===== src/rtl/toggle_port_responder.sv =====
// Toggle request/acknowledge port responder that runs one access per request on a ready/valid memory backend.
// Optional write readback check is compiled in with TOGGLE_RESP_READBACK_EN.
module toggle_port_responder #(
    parameter int unsigned AW      = 23,
    parameter int unsigned DW      = 16,
    parameter int unsigned TIMEOUT = 255
) (
    input  logic              clk_sys,
    input  logic              reset,
    input  logic              port_req,
    output logic              port_ack,
    input  logic [AW-1:0]     port_a,
    input  logic [DW/8-1:0]   port_ds,
    input  logic              port_we,
    input  logic [DW-1:0]     port_d,
    output logic [DW-1:0]     port_q,
    output logic              mem_req,
    output logic              mem_we,
    output logic [AW-1:0]     mem_a,
    output logic [DW/8-1:0]   mem_be,
    output logic [DW-1:0]     mem_d,
    input  logic              mem_ready,
    input  logic [DW-1:0]     mem_q,
    input  logic              mem_qv,
    output logic              busy,
    output logic              err_timeout,
    output logic [7:0]        err_count
);
    localparam int unsigned BW = DW / 8;
    localparam int unsigned CW = 8;

    localparam logic [2:0] S_IDLE     = 3'd0;
    localparam logic [2:0] S_ISSUE    = 3'd1;
    localparam logic [2:0] S_WAIT     = 3'd2;
    localparam logic [2:0] S_ACK      = 3'd3;
`ifdef TOGGLE_RESP_READBACK_EN
    localparam logic [2:0] S_RB_ISSUE = 3'd4;
    localparam logic [2:0] S_RB_WAIT  = 3'd5;
`endif

    logic [2:0]    state, state_nxt;
    logic [AW-1:0] lat_a, lat_a_nxt;
    logic [BW-1:0] lat_ds, lat_ds_nxt;
    logic          lat_we, lat_we_nxt;
    logic [DW-1:0] lat_d, lat_d_nxt;
    logic [CW-1:0] cnt, cnt_nxt;
    logic [DW-1:0] rd_buf, rd_buf_nxt;
    logic          port_ack_nxt;
    logic [DW-1:0] port_q_nxt;
    logic          mem_req_nxt, mem_we_nxt;
    logic [AW-1:0] mem_a_nxt;
    logic [BW-1:0] mem_be_nxt;
    logic [DW-1:0] mem_d_nxt;
    logic          err_timeout_nxt;

`ifdef TOGGLE_RESP_READBACK_EN
    logic [7:0]    err_count_nxt;
    logic [DW-1:0] rb_mask;
    logic          rb_mismatch;

    // Compare only the byte lanes the write actually touched.
    always_comb begin
        rb_mask = '0;
        for (int i = 0; i < int'(BW); i++) begin
            rb_mask[i*8 +: 8] = {8{lat_ds[i]}};
        end
        rb_mismatch = |((mem_q ^ lat_d) & rb_mask);
    end
`else
    assign err_count = 8'd0;
`endif

    // Next-state and next-output logic.
    always_comb begin
        state_nxt       = state;
        lat_a_nxt       = lat_a;
        lat_ds_nxt      = lat_ds;
        lat_we_nxt      = lat_we;
        lat_d_nxt       = lat_d;
        cnt_nxt         = cnt;
        rd_buf_nxt      = rd_buf;
        port_ack_nxt    = port_ack;
        port_q_nxt      = port_q;
        mem_req_nxt     = 1'b0;
        mem_we_nxt      = 1'b0;
        mem_a_nxt       = '0;
        mem_be_nxt      = '0;
        mem_d_nxt       = '0;
        err_timeout_nxt = err_timeout;
`ifdef TOGGLE_RESP_READBACK_EN
        err_count_nxt   = err_count;
`endif
        case (state)
            S_IDLE: begin
                if (port_req != port_ack) begin
                    lat_a_nxt  = port_a;
                    lat_ds_nxt = port_ds;
                    lat_we_nxt = port_we;
                    lat_d_nxt  = port_d;
                    cnt_nxt    = CW'(TIMEOUT);
                    state_nxt  = S_ISSUE;
                end
            end
            S_ISSUE: begin
                if (lat_we && (lat_ds == '0)) begin
                    state_nxt = S_ACK;
                end else if (mem_req && mem_ready) begin
                    cnt_nxt = CW'(TIMEOUT);
`ifdef TOGGLE_RESP_READBACK_EN
                    state_nxt = lat_we ? S_RB_ISSUE : S_WAIT;
`else
                    state_nxt = lat_we ? S_ACK : S_WAIT;
`endif
                end else if (cnt == '0) begin
                    err_timeout_nxt = 1'b1;
                    rd_buf_nxt      = '1;
                    state_nxt       = S_ACK;
                end else begin
                    cnt_nxt     = cnt - CW'(1);
                    mem_req_nxt = 1'b1;
                    mem_we_nxt  = lat_we;
                    mem_a_nxt   = lat_a;
                    mem_be_nxt  = lat_we ? lat_ds : '1;
                    mem_d_nxt   = lat_d;
                end
            end
            S_WAIT: begin
                if (mem_qv) begin
                    rd_buf_nxt = mem_q;
                    state_nxt  = S_ACK;
                end else if (cnt == '0) begin
                    err_timeout_nxt = 1'b1;
                    rd_buf_nxt      = '1;
                    state_nxt       = S_ACK;
                end else begin
                    cnt_nxt = cnt - CW'(1);
                end
            end
            S_ACK: begin
                // Read data and the ack toggle become visible on the same edge.
                port_ack_nxt = ~port_ack;
                if (!lat_we) begin
                    port_q_nxt = rd_buf;
                end
                state_nxt = S_IDLE;
            end
`ifdef TOGGLE_RESP_READBACK_EN
            S_RB_ISSUE: begin
                if (mem_req && mem_ready) begin
                    cnt_nxt   = CW'(TIMEOUT);
                    state_nxt = S_RB_WAIT;
                end else if (cnt == '0) begin
                    err_timeout_nxt = 1'b1;
                    state_nxt       = S_ACK;
                end else begin
                    cnt_nxt     = cnt - CW'(1);
                    mem_req_nxt = 1'b1;
                    mem_a_nxt   = lat_a;
                    mem_be_nxt  = '1;
                end
            end
            S_RB_WAIT: begin
                if (mem_qv) begin
                    if (rb_mismatch && (err_count != 8'hFF)) begin
                        err_count_nxt = err_count + 8'd1;
                    end
                    state_nxt = S_ACK;
                end else if (cnt == '0) begin
                    err_timeout_nxt = 1'b1;
                    state_nxt       = S_ACK;
                end else begin
                    cnt_nxt = cnt - CW'(1);
                end
            end
`endif
            default: state_nxt = S_IDLE;
        endcase
    end

    always_ff @(posedge clk_sys) begin
        if (reset) begin
            state       <= S_IDLE;
            lat_a       <= '0;
            lat_ds      <= '0;
            lat_we      <= 1'b0;
            lat_d       <= '0;
            cnt         <= '0;
            rd_buf      <= '0;
            port_ack    <= 1'b0;
            port_q      <= '0;
            mem_req     <= 1'b0;
            mem_we      <= 1'b0;
            mem_a       <= '0;
            mem_be      <= '0;
            mem_d       <= '0;
            busy        <= 1'b0;
            err_timeout <= 1'b0;
`ifdef TOGGLE_RESP_READBACK_EN
            err_count   <= 8'd0;
`endif
        end else begin
            state       <= state_nxt;
            lat_a       <= lat_a_nxt;
            lat_ds      <= lat_ds_nxt;
            lat_we      <= lat_we_nxt;
            lat_d       <= lat_d_nxt;
            cnt         <= cnt_nxt;
            rd_buf      <= rd_buf_nxt;
            port_ack    <= port_ack_nxt;
            port_q      <= port_q_nxt;
            mem_req     <= mem_req_nxt;
            mem_we      <= mem_we_nxt;
            mem_a       <= mem_a_nxt;
            mem_be      <= mem_be_nxt;
            mem_d       <= mem_d_nxt;
            busy        <= (state_nxt != S_IDLE);
            err_timeout <= err_timeout_nxt;
`ifdef TOGGLE_RESP_READBACK_EN
            err_count   <= err_count_nxt;
`endif
        end
    end

endmodule

===== config.mk =====
export PLATFORM = sky130hd
export DESIGN_NAME = toggle_port_responder
export DESIGN_NICKNAME = d
export VERILOG_FILES = /design/src/rtl/toggle_port_responder.sv
export SDC_FILE = /design/constraint.sdc
export NUM_CORES = 1
export LEC_CHECK = 0
export ABC_AREA = 0
export CAP_MARGIN = 20
export CORE_MARGIN = 4
export CORE_UTILIZATION = 40
export CTS_CLUSTER_DIAMETER = 100
export CTS_CLUSTER_SIZE = 40
export DETAILED_ROUTE_END_ITERATION = 8
export HOLD_SLACK_MARGIN = 0.1
export PLACE_DENSITY = 0.69
export SYNTH_ARGS = -nofsm -noshare
export SYNTH_HDL_FRONTEND = slang
export SYNTH_SLANG_ARGS = --single-unit

===== constraint.sdc =====
create_clock -name clk_sys -period 2.5 [get_ports clk_sys]
set_clock_uncertainty 0.1 [all_clocks]
set_input_delay 0.5 -clock clk_sys [delete_from_list [all_inputs] [get_ports clk_sys]]
set_output_delay 0.5 -clock clk_sys [all_outputs]
set_load 0.05 [all_outputs]

==> key figures, run 1 <==
Status
  • Status: completed

Clock network
  • CTS tree: built
  • CTS-repair resized insts: 0
  • TritonCTS Sinks: 131
  • Post-CTS Setup Bufs: 0
  • H-tree levels: 4
  • Maximum buffer depth of the clock tree: 2
  • Worst-Skew Late Latency: 0.41 ns
  • Clock root cell: clkbuf_16
  • Hold_buf cts: 0
  • Clk slew on worst S/H paths: 0.06 ns
  • Total CTS buffers: 17

Synth
  • Average size of a mapped cell: 8.83 sq um
  • Async S/R FF share, synth: 0%
  • Syn. warnings: 0
  • Post-synth EDFFs: 0
  • Seq/Total Area, Yosys: 57.3%
  • Register bit count reported by yosys: 131
  • Netlist cell types: 44
  • Prevailing post-synth register cell: dfxtp_1
  • Post-Syn Area: 4580 sq um
  • Synth Instances: 519

Detailed routing
  • Initial DRC count: 235
  • Routed vias: 3,800
  • Via density: 4.79
  • Final antenna-violating net count: 0
  • Wirelength per Cell: 13.6 microns
  • Drt total wl: 10.8 mm
  • Number of detailed-route iterations in the first pass: 4
  • DRC viols: 0

Timing
  • Worst Tran Pin Value: 0.978 ns
  • Final Hold Vio Count: 0
  • Slew headroom: 33.8%
  • Max Fclk: 448 MHz
  • Final setup fails: 0
  • RSZ-0062 raised after global routing: no
  • Slew Viols, Final: 0
  • Post-route minimum period: 2.23 ns
  • Period utilisation layout: 89.2%

Placement
  • Hpwl dp: 7.10 mm
  • Placed instance area: 5960 sq um
  • DP Cell Count: 762
  • Port Buf Inserts: 124
  • Placer Congestion: 0.800

Worst setup path
  • Worst Path Arrival: 1.63 ns
  • Worst path cell trace: clkdlybuf4s50_1
  • Crit-path leading delay family: buffers and inverters
  • Crit. End Element: output port
  • CP max FO: 3
  • CP Buf/Inv Count: 1
  • Critical path required time: 1.90 ns
  • CP peak stage delay: 0.83 ns
  • Startpoint types: flip-flop
  • Critical path type: reg -> out
  • Flop2flop setup slack: 0.37 ns
  • Crit-path slowest cell: clkdlybuf4s50_1

Floorplan
  • Core Area: 11,000 sq um
  • Initial core utilization: 41.5%
  • DIE AREA: 13,200 sq um
  • Die Ht: 115 microns
  • # rows: 38
  • Ports: 133
  • Die Span X: 115 microns

Final layout
  • Layout net count: 705
  • Antenna diodes: 0
  • Reg area: 2620 sq um
  • Share of layout cells above drive strength 1: 8.72%
  • Fill cells: 967
  • Area growth from synthesis to layout: 43.0%
  • Design Area, Final: 6550 sq um
  • Layout Cells excl Fill: 794
  • Area of the multi-input gates: 1800 sq um

Global route
  • First-pass GRT wire length: 17.9 mm
  • Number of global-route vias before repair: 3,657
  • Initial antenna violation count: 0
  • Total track usage: 16.9%
  • Grt total ovfl: 0
  • Largest net degree at the start of global routing: 88

Flow run
  • Max-cap violations: 0

Power and ir drop
  • Leakage: 2.39 nW
  • Clk pwr share: 49.3%
  • Pwr per Cell Area: 761 nW/um^2
  • Sequential share of power: 43.6%
  • Peak supply drop: 0.420 mV
  • Logic pwr share: 7.1%
  • Net Sw Power: 1.17 mW
  • Switching share of power: 23.5%
  • Internal: 3.81 mW

Hold path
  • Hold WC Path Type: reg -> reg
## synthesized netlist by cell type, types with 3 or more instances
| cell | count | area, sq um |
|---|---|---|
| nand2_1 | 118 | 443 |
| inv_1 | 6 | 22.5 |
| a21oi_1 | 66 | 330 |
| a21boi_0 | 3 | 22.5 |
| clkbuf_1 | 27 | 101 |
| nor2_1 | 40 | 150 |
| or3_1 | 3 | 18.8 |
| dfxtp_1 | 131 | 2620 |
| buf_4 | 9 | 67.6 |
| nor3_2 | 3 | 30.0 |
| a211oi_1 | 3 | 22.5 |
| o21ai_0 | 13 | 65.1 |
| and2_1 | 41 | 257 |
| nor3_1 | 20 | 100 |
| nor3b_1 | 3 | 22.5 |
## power by group through the flow
stage | sequential, mW | clock, mW | combinational (mW)
after floorplan | 2.22 | 0 | 0.196
after global placement | 2.21 | 0 | 0.347
after detailed placement | 2.22 | 0 | 0.352
after CTS | 2.17 | 2.50 | 0.355
after global routing | 2.18 | 2.60 | 0.388
final | 2.17 | 2.46 | 0.352
## metal layers
layer  wire length [microns]  GRT usage (%)  part of all wire (%)  vias to the layer above
met1                    5120           23.0                    47                     1733
met4                      97           5.87                  0.90                        0
li1                        -              -                     -                     1937
met5                       0              0                     0                        -
met3                     646           4.79                   6.0                       13
met2                    4930           25.9                    46                      117
## per-stage QoR
stage	setup slack, ns	setup TNS (ns)	utilization (%)	power, mW	hold WS (ns)
final	0.270	0	59.4	4.98	0.348
after global routing	0.103	0	59.4	5.17	0.366
after CTS	0.233	0	59.4	5.02	0.350
after detailed placement	-0.0152	-0.0167	54.0	2.57	0.337
after global placement	0.0577	0	54.0	2.56	0.334
after floorplan	0.578	0	-	2.42	0.330
## registers in the layout (all words and copies together), names as in the netlist
name / cells
busy: 1
cnt: 8
err_timeout: 1
lat_a: 23
lat_d: 16
lat_ds: 2
lat_we: 1
mem_a: 23
mem_be: 2
mem_d: 16
mem_req: 1
mem_we: 1
port_ack: 1
port_q: 16
rd_buf: 16
state: 3
## final timing paths
kind	startpoint	end	cells past startpoint
worst min-delay path	lat_d[5]	lat_d[5]	2
worst max-delay path	port_ack	port_ack	1
worst min register to register	lat_d[5]	lat_d[5]	2
worst max register to register	cnt[0]	rd_buf[1]	8
## kinds of logic (layout without fill, tap and decap cells)
| family | after synthesis | count (layout) | share of synthesized area, % |
|---|---|---|---|
| other | 1 | 9 | 0.0819 |
| and+or+nand+nor | 243 | 243 | 25.3 |
| buffers and inverters | 44 | 171 | 4.53 |
| adders and majority gates | 1 | 1 | 0.273 |
| DFF | 131 | 131 | 57.3 |
| AOI/OAI and AO/OA | 97 | 97 | 12.2 |
| xor gates and xnor gates | 2 | 2 | 0.382 |
## final cells by class
class / instances / share of cell area (%)
sequential: 131 / 40.0
multi-input combinational: 352 / 27.4
timing repair buffer: 133 / 20.5
clock buffer: 18 / 6.70
tap: 140 / 2.67
clock inverter: 14 / 2.35
inverter: 6 / 0.344
## cells in the final DEF (no fill, tap or decap), types with 2 or more instances in the layout
master and n:
buf_4 6, clkinvlp_4 5, and2_1 41, conb_1 9
dfxtp_1 131, a21oi_1 66, a211oi_1 3, nand2_1 118
o31ai_1 2, clkinv_4 2, nor2_1 40, bufinv_16 2
clkdlybuf4s50_1 123, nor3b_2 2, inv_6 2, nor3b_1 3
buf_12 3, clkbuf_16 17, nor4_1 2, nor3_2 5
a31oi_1 2, o21ai_0 13, a21boi_0 3, inv_1 6
nor3_1 18, clkinv_2 2, or3_1 3
## tightest hold or removal path, stage by stage (launching register included)
cell and delay, ns:
dfxtp_1 0.30, nand2_1 0.05, a21oi_1 0.05
No activity file was read; power rests on OpenSTA's default activity.
==> run 2, diff against run 1 <==
- GPL_TIMING_DRIVEN: unset -> 1
==> results of run 2 <==
The final DEF is identical to that of run 1; final timing and power are the same.
==> run 3, diff against run 2 <==
- SETUP_SLACK_MARGIN: unset -> 0.1
==> results of run 3 <==
The final DEF is identical to that of run 1; final timing and power are the same.
